## src/rtl/multicycle_sequencer.sv

```systemverilog
// Multi-cycle FETCH/DECODE/EXECUTE/MEM/WRITEBACK controller with HALT and handshake stalls.
// Define SEQ_PERF_CNT_EN to build the saturating retired/stall performance counters.
module multicycle_sequencer #(
    parameter int CNT_W = 16
) (
    input  logic             clk,
    input  logic             rst_n,
    input  logic [3:0]       op_code,
    input  logic             instr_valid,
    input  logic             mem_ready,
    input  logic             resume,
    output logic             pc_en,
    output logic             ir_load,
    output logic             alu_en,
    output logic             mem_write_en,
    output logic             data_write_en,
    output logic             data_read_en,
    output logic             illegal_op,
    output logic             halted,
    output logic [2:0]       state,
    output logic [CNT_W-1:0] retired_cnt,
    output logic [CNT_W-1:0] stall_cnt
);

    typedef enum logic [2:0] {
        ST_FETCH     = 3'd0,
        ST_DECODE    = 3'd1,
        ST_EXECUTE   = 3'd2,
        ST_MEM       = 3'd3,
        ST_WRITEBACK = 3'd4,
        ST_HALT      = 3'd5
    } state_t;

    typedef enum logic [2:0] {
        CLS_NOP     = 3'd0,
        CLS_ALU     = 3'd1,
        CLS_STORE   = 3'd2,
        CLS_LOAD    = 3'd3,
        CLS_HALT    = 3'd4,
        CLS_ILLEGAL = 3'd5
    } cls_t;

    function automatic cls_t decode_class(input logic [3:0] op);
        cls_t c;
        case (op)
            4'b0000:                            c = CLS_NOP;
            4'b0001, 4'b0010, 4'b0011,
            4'b1000, 4'b1001, 4'b1010,
            4'b1011, 4'b1100, 4'b1101:          c = CLS_ALU;
            4'b0100:                            c = CLS_STORE;
            4'b0101:                            c = CLS_LOAD;
            4'b1111:                            c = CLS_HALT;
            default:                            c = CLS_ILLEGAL;
        endcase
        return c;
    endfunction

    state_t state_q, state_d;
    cls_t   cls_q, cls_d;
    cls_t   dec_cls_s;

    // The class is only trusted from op_code while in DECODE; later stages use cls_q.
    assign dec_cls_s = decode_class(op_code);

    // State and latched-class registers.
    always_ff @(posedge clk or negedge rst_n) begin
        if (!rst_n) begin
            state_q <= ST_FETCH;
            cls_q   <= CLS_NOP;
        end else begin
            state_q <= state_d;
            cls_q   <= cls_d;
        end
    end

    // Next-state logic.
    always_comb begin
        state_d = state_q;
        cls_d   = cls_q;
        case (state_q)
            ST_FETCH: begin
                if (instr_valid) begin
                    state_d = ST_DECODE;
                end else begin
                    state_d = ST_FETCH;
                end
            end
            ST_DECODE: begin
                cls_d = dec_cls_s;
                case (dec_cls_s)
                    CLS_ALU, CLS_STORE, CLS_LOAD: state_d = ST_EXECUTE;
                    CLS_HALT:                     state_d = ST_HALT;
                    default:                      state_d = ST_FETCH;
                endcase
            end
            ST_EXECUTE: begin
                if (cls_q == CLS_ALU) begin
                    state_d = ST_WRITEBACK;
                end else begin
                    state_d = ST_MEM;
                end
            end
            ST_MEM: begin
                if (!mem_ready) begin
                    state_d = ST_MEM;
                end else if (cls_q == CLS_LOAD) begin
                    state_d = ST_WRITEBACK;
                end else begin
                    state_d = ST_FETCH;
                end
            end
            ST_WRITEBACK: state_d = ST_FETCH;
            ST_HALT: begin
                if (resume) begin
                    state_d = ST_FETCH;
                end else begin
                    state_d = ST_HALT;
                end
            end
            default: state_d = ST_FETCH;
        endcase
    end

    // Strobes decode from the state register so an async reset drops them at once.
    always_comb begin
        pc_en         = 1'b0;
        ir_load       = 1'b0;
        alu_en        = 1'b0;
        mem_write_en  = 1'b0;
        data_write_en = 1'b0;
        data_read_en  = 1'b0;
        illegal_op    = 1'b0;
        halted        = 1'b0;
        case (state_q)
            ST_FETCH: begin
                pc_en   = instr_valid;
                ir_load = instr_valid;
            end
            ST_DECODE:    illegal_op    = (dec_cls_s == CLS_ILLEGAL);
            ST_EXECUTE:   alu_en        = 1'b1;
            ST_MEM: begin
                data_write_en = (cls_q == CLS_STORE);
                data_read_en  = (cls_q == CLS_LOAD);
            end
            ST_WRITEBACK: mem_write_en  = 1'b1;
            ST_HALT:      halted        = 1'b1;
            default:      halted        = 1'b0;
        endcase
    end

    assign state = state_q;

`ifdef SEQ_PERF_CNT_EN
    localparam logic [CNT_W-1:0] CNT_ONE = CNT_W'(1);
    localparam logic [CNT_W-1:0] CNT_MAX = {CNT_W{1'b1}};

    logic             retire_s;
    logic             stall_s;
    logic [CNT_W-1:0] retired_cnt_q, retired_cnt_d;
    logic [CNT_W-1:0] stall_cnt_q, stall_cnt_d;

    // Retire on the cycle that completes an instruction; HALT retires as it is entered.
    always_comb begin
        retire_s = 1'b0;
        stall_s  = 1'b0;
        case (state_q)
            ST_FETCH:     stall_s  = !instr_valid;
            ST_DECODE:    retire_s = (dec_cls_s == CLS_NOP) || (dec_cls_s == CLS_HALT);
            ST_MEM: begin
                stall_s  = !mem_ready;
                retire_s = mem_ready && (cls_q == CLS_STORE);
            end
            ST_WRITEBACK: retire_s = 1'b1;
            default:      retire_s = 1'b0;
        endcase
    end

    // Saturating increments.
    always_comb begin
        retired_cnt_d = (retire_s && (retired_cnt_q != CNT_MAX)) ? retired_cnt_q + CNT_ONE : retired_cnt_q;
        stall_cnt_d   = (stall_s && (stall_cnt_q != CNT_MAX)) ? stall_cnt_q + CNT_ONE : stall_cnt_q;
    end

    // Counter registers.
    always_ff @(posedge clk or negedge rst_n) begin
        if (!rst_n) begin
            retired_cnt_q <= '0;
            stall_cnt_q   <= '0;
        end else begin
            retired_cnt_q <= retired_cnt_d;
            stall_cnt_q   <= stall_cnt_d;
        end
    end

    assign retired_cnt = retired_cnt_q;
    assign stall_cnt   = stall_cnt_q;
`else
    assign retired_cnt = '0;
    assign stall_cnt   = '0;
`endif

endmodule

```

## config.mk

```make
export PLATFORM = sky130hd
export DESIGN_NAME = multicycle_sequencer
export DESIGN_NICKNAME = d
export VERILOG_FILES = /design/src/rtl/multicycle_sequencer.sv
export SDC_FILE = /design/constraint.sdc
export NUM_CORES = 1
export LEC_CHECK = 0
export ABC_AREA = 0
export CORE_MARGIN = 2
export CORE_UTILIZATION = 32
export CTS_CLUSTER_DIAMETER = 60
export CTS_CLUSTER_SIZE = 14
export DETAILED_ROUTE_END_ITERATION = 6
export GPL_ROUTABILITY_DRIVEN = 1
export GPL_TIMING_DRIVEN = 0
export PLACE_DENSITY = 0.79
export SYNTH_ARGS = -nofsm -noshare
export SYNTH_HDL_FRONTEND = slang
export SYNTH_SLANG_ARGS = --single-unit
```

## constraint.sdc

```tcl
create_clock -name clk -period 1.55 [get_ports clk]
set_input_delay 0.31 -clock clk [delete_from_list [all_inputs] [get_ports clk]]
set_output_delay 0.31 -clock clk [all_outputs]
set_load 0.03 [all_outputs]
```

Word level (Yosys, flattened, before mapping)
Memory sizes are Yosys's and may differ from the RTL's.
Index checks and enable logic that the tools add are counted.
{ "totals": {"input_bits": 9, "register_bits": 6, "output_inout_bits": 43, "mem_count": 1, "elab_cells": 32, "mem_bits_ro": 48} }
{ "op_classes": {"mux": 14, "reduce_logical": 2, "eq_ne": 13} }
{ "mem_list": {"columns": ["name", "depth", "width", "read_ports", "rd_ports_with_merged_regs", "wr", "line_no", "source"], "rows": [
  ["(name not given)", 16, 3, 1, 0, 0, "45", "case (op)"]
]} }
{ "op_table": {"columns": ["op", "n"], "rows": [
  ["3-bit by 2-bit == test with 1-bit output, second input constant", 6],
  ["3-bit case mux with 5 select lines", 1],
  ["3-bit == test, second input constant", 4],
  ["3-bit 2-to-1 mux", 4],
  ["3-bit by 1-bit == test with 1-bit output, second input constant", 3],
  ["1-bit 2-to-1 mux", 8],
  ["3-bit case mux with 2 select lines", 1],
  ["3-bit zero test", 1],
  ["3-bit OR reduction", 1]
]} }

Logic depth before layout (Yosys ltp)
Gate-level depths: netlist (run 1).
An unclocked memory read counts as a cell.
{ "depth": {"ltp_word": 5, "mapped_depth": 5, "ltp_nobuf": 3} }

Worst setup path after synthesis (run 1)
No wires, ideal clock.
{ "synth_path": {"path_kind": "register -> output", "from": "register state_q[0], in the netlist state[0]", "to": "output port pc_en", "t_arrival_ps": 2191, "path_buffers": 2, "t_required_ps": 1240, "setup_slack_ps": -951, "path_stages_with_launch": 4, "path_cell_list": "dfrtp_1 > buf_6 > nor4b_1 > buf_4"} }
{ "synth_between": {"elab_chain_cells": 2} }
{ "synth_rtl": {"columns": ["item", "line_no", "source"], "rows": [
  ["start: declaration", "58", "state_t state_q, state_d;"],
  ["start signal: assignment", "71", "state_q <= state_d;"],
  ["3-bit zero test", null, null],
  ["1-bit 2-to-1 mux", null, null],
  ["end: declaration", "12", "output logic pc_en,"]
]} }
Every way passes these cells.

Worst setup path after layout (run 1)
{ "layout_path": {"from": "register state_q[1], in the netlist state[1]", "to": "output port illegal_op"} }
{ "layout_between": {"elab_chain_cells": 2} }
{ "layout_rtl": {"columns": ["item", "line_no", "source"], "rows": [
  ["3-bit by 1-bit == test with 1-bit output", "134", "case (state_q)"],
  ["1-bit 2-to-1 mux", "134", null],
  ["end: declaration", "18", "output logic illegal_op,"]
]} }
Every way passes these cells.

==> summary.md, run 1 <==
| Metric | Value |
|---|---|
| Nets | `148` |
| GRT Overall Usage | `13.1%` |
| Dominant cells by area after synthesis | `buf_4 (39%), dfrtp_1 (24%), buf_6 (3.5%)` |
| Clk pin slew, worst setup/hold paths | `0.05 ns` |
| Hpwl dp | `1140 microns` |
| Syn-to-layout area delta | `78.4%` |
| CP Capture Type | `primary output` |
| Pre-CTS setup slack | `-0.670 ns` |
| Crit path max fanout | `4` |
| Num rows | `16` |
| Total grt overflow | `0` |
| Achievable Freq | `564 MHz` |
| Syn Area/Cell | `8.74 sq um` |
| Leakage power | `0.631 nW` |
| Post-synthesis sequential area ratio | `23.5%` |
| Critical path launch point type | `flip-flop` |
| Root buf cell | `clkbuf_4` |
| Final Setup Violations | `7` |
| Worst setup path category | `reg -> out` |
| Die height | `48.7 microns` |
| Slowest cell delay on critical path | `0.42 ns` |
| Hold Crit Class | `in -> async` |
| Tmin final | `1.77 ns` |
| Maximum VDD drop | `594 uV` |
| Worst skew pair latency | `0.25 ns` |
| H-tree depth | `1` |
| Worst EP arrival | `1.46 ns` |
| Final hold slack | `0.302 ns` |
| Vias | `605` |
| Final Non-Filler Cells | `165` |
| Die Width | `48.7 microns` |
| Yosys warns | `0` |
| Crit share post-route | `114%` |
| Slew Limit Fails | `0` |
| Final wirelength | `1490 microns` |
| Power density over the cells | `1450 nW/um^2` |
| Mapped Cells | `73` |
| Crit path setup slack, layout | `-0.224 ns` |
| Largest net degree at the start of global routing | `9` |
| Via-to-Cell Ratio | `3.67` |
| Max cap viols | `0` |
| Violated checks | `setup timing` |
| Final Hold Viols | `0` |
| Worst Path Required | `1.24 ns` |
| Number of flops mapped to enable cells by yosys | `0` |
| DR iter-0 viols | `6` |
| Wirelength per Cell | `9.05 microns` |
| I/O pin total | `52` |
| Synth Register Bits | `6` |
| Layout cells sized above 1 | `51.4%` |
| TritonCTS clock tree | `built` |
| Outcome | `complete, but fails checks` |
| Placed Cells | `150` |
| Top-count cell post-synth | `buf_4` |
| Ys flop type | `dfrtp_1` |
| First-pass GRT wire length | `2380 microns` |
| Area of the mapped netlist | `638 sq um` |
| Clock Skews | `0.00815 ns` |
| Cell variety after synth | `24` |
| Vias in the first global route | `553` |
| Initial Utilization | `33.2%` |
| Initial DRT Pass Iterations | `2` |
| Critical-path top delay cell | `dfrtp_2` |
| Async set-reset flop share out of synthesis | `100%` |
| Die area | `2370 sq um` |
| Core area | `1920 sq um` |
| Worst-path cell chain | `or3b_4 > a211oi_4 > buf_6` |
| Initial antenna violation count | `0` |
| RSZ-0062 raised after global routing | `yes` |
| Post-synth top cells | `buf_4 (33), dfrtp_1 (6), nand2_1 (6)` |
| FF-to-FF setup slack | `-0.04 ns` |
| Post-synth top area share | `38.8%` |
| Routability Congestion | `0.827` |
| Post-synth top area cell | `buf_4` |
| CTS sink count | `6` |
| CTS buffer count | `3` |
| DRT antenna net count | `0` |
| Max clock buf depth | `2` |
| Final setup TNS | `-0.772 ns` |
| Ant diodes | `0` |
| IO Port Bufs | `19` |
| DRC violations left | `0` |
cell type report:
class / instances / area [sq um]
multi-input cells: 62 / 385
plain buffers: 32 / 240
fillers: 182 / 783
well taps: 27 / 33.8
repair buffers: 33 / 295
inverters: 1 / 3.75
flip-flops and latches: 6 / 154
clock buffers: 4 / 26.3
final timing paths:
path,end,depth (start not counted),start
max in group asynchronous,state[1],1,rst_n
min reg2reg,cls_q[0],2,cls_q[0]
max,illegal_op,3,state[1]
min in group clk,cls_q[0],2,cls_q[0]
max reg2reg,state[0],5,state[0]
min,state[0],1,rst_n
state kept, by name, summed over array words and instances, names as in the netlist:
signal	cells
cls_q	3
state	3
layout by cell type, fill, tap and decap left out, drive strengths merged:
cell / Yosys / layout
a211o: 1 / 1
a211oi: 1 / 1
a221o: 1 / 1
buf: 35 / 54
clkbuf: 0 / 5
clkdlybuf4s50: 0 / 8
conb: 1 / 32
dfrtp: 6 / 6
dlygate4sd2: 0 / 2
inv: 1 / 1
nand2: 6 / 6
nand2b: 1 / 1
nand3b: 2 / 2
nand4: 1 / 1
nand4b: 1 / 1
nor2: 2 / 2
nor2b: 1 / 1
nor3: 1 / 1
nor3b: 2 / 2
nor4b: 2 / 2
o21ai: 3 / 3
o22ai: 1 / 1
o31ai: 1 / 1
or3b: 2 / 2
or4: 1 / 1
power by group:
part	total (mW)	internal, mW	switching, mW
Combinational	1.14	0.571	0.571
Sequential	0.352	0.242	0.110
Clock	0.157	0.0977	0.0597
Total	1.65	0.911	0.741
critical path: cells and delay by family (launching register included):
kind / cells / cell delay [ns]
flops: 1 / 0.42
simple gates: 1 / 0.42
compound gates: 1 / 0.22
buf+inv: 1 / 0.16
cells by family (layout without fill, tap and decap cells):
family,Yosys count,in the layout,synth area share [%]
AO/OA/AOI/OAI,8,8,10.8
buffers and inverters,36,70,42.9
flip-flops,6,6,23.5
AND/OR/NAND/NOR,22,22,22.2
other,1,32,0.588
stage by stage:
stage / total power, mW / cell area [sq um] / utilization, %
after floorplan: 1.02 / 797 / -
after global placement: 1.26 / 1020 / 53.1
after detailed placement: 1.29 / 1020 / 53.1
after CTS: 1.59 / 1110 / 57.7
after global routing: 1.76 / 1140 / 59.2
final: 1.65 / 1140 / 59.2
what timing repair did:
item	4_1_cts	5_1_grt
endpoints found under the setup margin	11	9
pin swaps	3	5
hold buffers	0	0
resized for setup	57	8
buffers inserted	9	6
per-layer routing:
| metal | up-vias | GRT usage (%) | part of all wire, % |
|---|---|---|---|
| met4 | 0 | 1.43 | 0 |
| li1 | 312 | - | - |
| met1 | 254 | 13.3 | 37 |
| met3 | 0 | 7.10 | 12 |
| met5 | - | 0 | 0 |
| met2 | 39 | 24.2 | 51 |
Power figures use the tool's default switching activity.
==> run 2: changes to the inputs <==
PLACE_DENSITY = 0.81   (was 0.79)
REMOVE_ABC_BUFFERS = 1   (was not set)
==> run 2 against run 1 <==
Effect of this change: the flow still finishes with violations (setup timing); cell area is 26% lower; critical path depth did not move; first-iteration DRC count is 130% higher; count of clock-buffer cells in the layout is 1 lower; wire length decreased by 12%; register-to-register slack improved by 0.13 ns; sequential power up 6.8%; highest routed layer unchanged.
==> summary.md, run 2 (synthesized netlist as in run 1, its figures left out) <==
| Metric | Value |
|---|---|
| Reg-to-reg endpoint | `state[0]` |
| Critical-path top delay cell | `dfrtp_2` |
| Delay-heaviest family, CP | `flip-flops` |
| Final instance area | `837 sq um` |
| GR Util met1 | `12.1%` |
| Power density over the cells | `1760 nW/um^2` |
| Worst path depth | `3` |
| Final setup TNS | `-0.601 ns` |
| Crit path max fanout | `8` |
| Largest net degree at the start of global routing | `9` |
| CTS sink count | `6` |
| Final hold slack | `0.315 ns` |
| Achievable Freq | `562 MHz` |
| Initial DRT Pass Iterations | `4` |
| DRC violations left | `0` |
| Wirelength per Cell | `10.4 microns` |
| Tmin final | `1.78 ns` |
| Total grt overflow | `0` |
| M2 GR Usage | `19.6%` |
| Crit path setup slack, layout | `-0.230 ns` |
| Switching Fraction | `47.9%` |
| DRT antenna net count | `0` |
| Initial Utilization | `33.2%` |
| I/O pin total | `52` |
| NetSw | `0.704 mW` |
| Nets | `111` |
| Slew Limit Fails | `0` |
| Final wirelength | `1320 microns` |
| Worst skew pair latency | `0.25 ns` |
| Die area | `2370 sq um` |
| Multi-input logic area | `374 sq um` |
| Initial antenna violation count | `0` |
| Routability Congestion | `0.700` |
| Worst-path cell chain | `or3b_4 > a211oi_2 > buf_4` |
| Reg power frac | `25.6%` |
| Die Width | `48.7 microns` |
| IO Port Bufs | `19` |
| TritonCTS clock tree | `built` |
| Worst EP arrival | `1.47 ns` |
| Core area | `1920 sq um` |
| Vias | `498` |
| Cell-internal power | `0.766 mW` |
| Hpwl dp | `942 microns` |
| Slowest cell delay on critical path | `0.47 ns` |
| Clock Skews | `0.0104 ns` |
| Final Setup Violations | `5` |
| Crit share post-route | `115%` |
| GR Util met3 | `3.70%` |
| FF-to-FF setup slack | `0.09 ns` |
| Comb power frac | `64.6%` |
| Commonest cells after routing, fill and taps aside | `conb_1 (32), buf_4 (13), clkdlybuf4s50_1 (8), nand2_1 (6), buf_6 (4)` |
| RSZ-0062 raised after global routing | `yes` |
| WP buf/inv | `1` |
| Reg2Reg Depth | `4` |
| RR Startpoint | `state[0]` |
| First-pass GRT wire length | `2010 microns` |
| Max cap viols | `0` |
| Violated checks | `setup timing` |
| Die height | `48.7 microns` |
| Outcome | `complete, but fails checks` |
| Worst setup path category | `reg -> out` |
| CTS buffer count | `3` |
| Final Hold Viols | `0` |
| Root buf cell | `clkbuf_4` |
| Syn-to-layout area delta | `31.2%` |
| Ant diodes | `0` |
| Hold Crit Class | `in -> async` |
| Layout cells sized above 1 | `34.0%` |
| GRT busiest layer | `met2` |
| Area post-placement | `708 sq um` |
| Commonest non-fill, non-tap cell in the layout | `conb_1` |
| FF+latch area | `154 sq um` |
| Leakage power | `0.427 nW` |
| Power share of the clock group | `9.8%` |
| DR iter-0 viols | `14` |
| GRT Overall Usage | `10.9%` |
| Pre-CTS setup slack | `-0.730 ns` |
| CP Capture Type | `primary output` |
| Via-to-Cell Ratio | `3.92` |
| Clk pin slew, worst setup/hold paths | `0.05 ns` |
| Max clock buf depth | `2` |
| Maximum VDD drop | `731 uV` |
| Worst Path Required | `1.24 ns` |
| Fillers | `211` |
| Vias in the first global route | `443` |
| H-tree depth | `1` |
| Critical path launch point type | `flip-flop` |
| Num rows | `16` |
-- run 2: cell count changes in the layout (fill, tap and decap cells not counted), sizes merged --
cell,delta
buf,-37
clkbuf,-2
dlygate4sd2,+1
-- run 2: layout make-up --
class / instances / area share, %
Clock buffer: 3 / 2.69
Inverter: 1 / 0.448
Multi-Input combinational cell: 62 / 44.7
Sequential cell: 6 / 18.4
Tap cell: 27 / 4.04
Timing Repair Buffer: 28 / 29.7
-- run 2: routing by layer --
| metal | share of wire [%] | wire, microns | up-vias |
|---|---|---|---|
| met3 | 10 | 133 | 0 |
| met5 | 0 | 0 | - |
| li1 | - | - | 240 |
| met4 | 0 | 0 | 0 |
| met2 | 50 | 663 | 31 |
| met1 | 39 | 518 | 227 |
-- run 2: timing repair --
action	4_1_cts	5_1_grt
resized for setup	62	11
hold buffers	0	0
pin swaps	4	3
setup buffers	8	1
endpoints found under the setup margin	11	8
-- run 2: through the flow --
stage               cells  util [%]  power [mW]
global route          127      43.6        1.55
global placement      115      36.8        1.05
finish                127      43.6        1.47
floorplan              69         -       0.817
CTS                   126      41.2        1.35
detailed placement    115      36.8        1.07
-- run 2: how the worst max path moves through the flow --
stage,startpoint,to,slack [ns]
5_1_grt,state[1],illegal_op,-0.31
6_report,state[1],illegal_op,-0.23
4_1_cts,state[2],illegal_op,-0.23
2_1_floorplan,state[0],state[0],-1.38
3_3_place_gp,state[0],illegal_op,-0.69
3_5_place_dp,instr_valid,ir_load,-0.73
-- run 2: power by group through the flow --
| stage | Sequential [mW] | Combinational [mW] | Clock (mW) |
|---|---|---|---|
| 2_1_floorplan | 0.392 | 0.425 | 0 |
| 3_3_place_gp | 0.343 | 0.707 | 0 |
| 3_5_place_dp | 0.349 | 0.720 | 0 |
| 4_1_cts | 0.355 | 0.855 | 0.145 |
| 5_1_grt | 0.391 | 1.00 | 0.157 |
| 6_report | 0.376 | 0.950 | 0.144 |
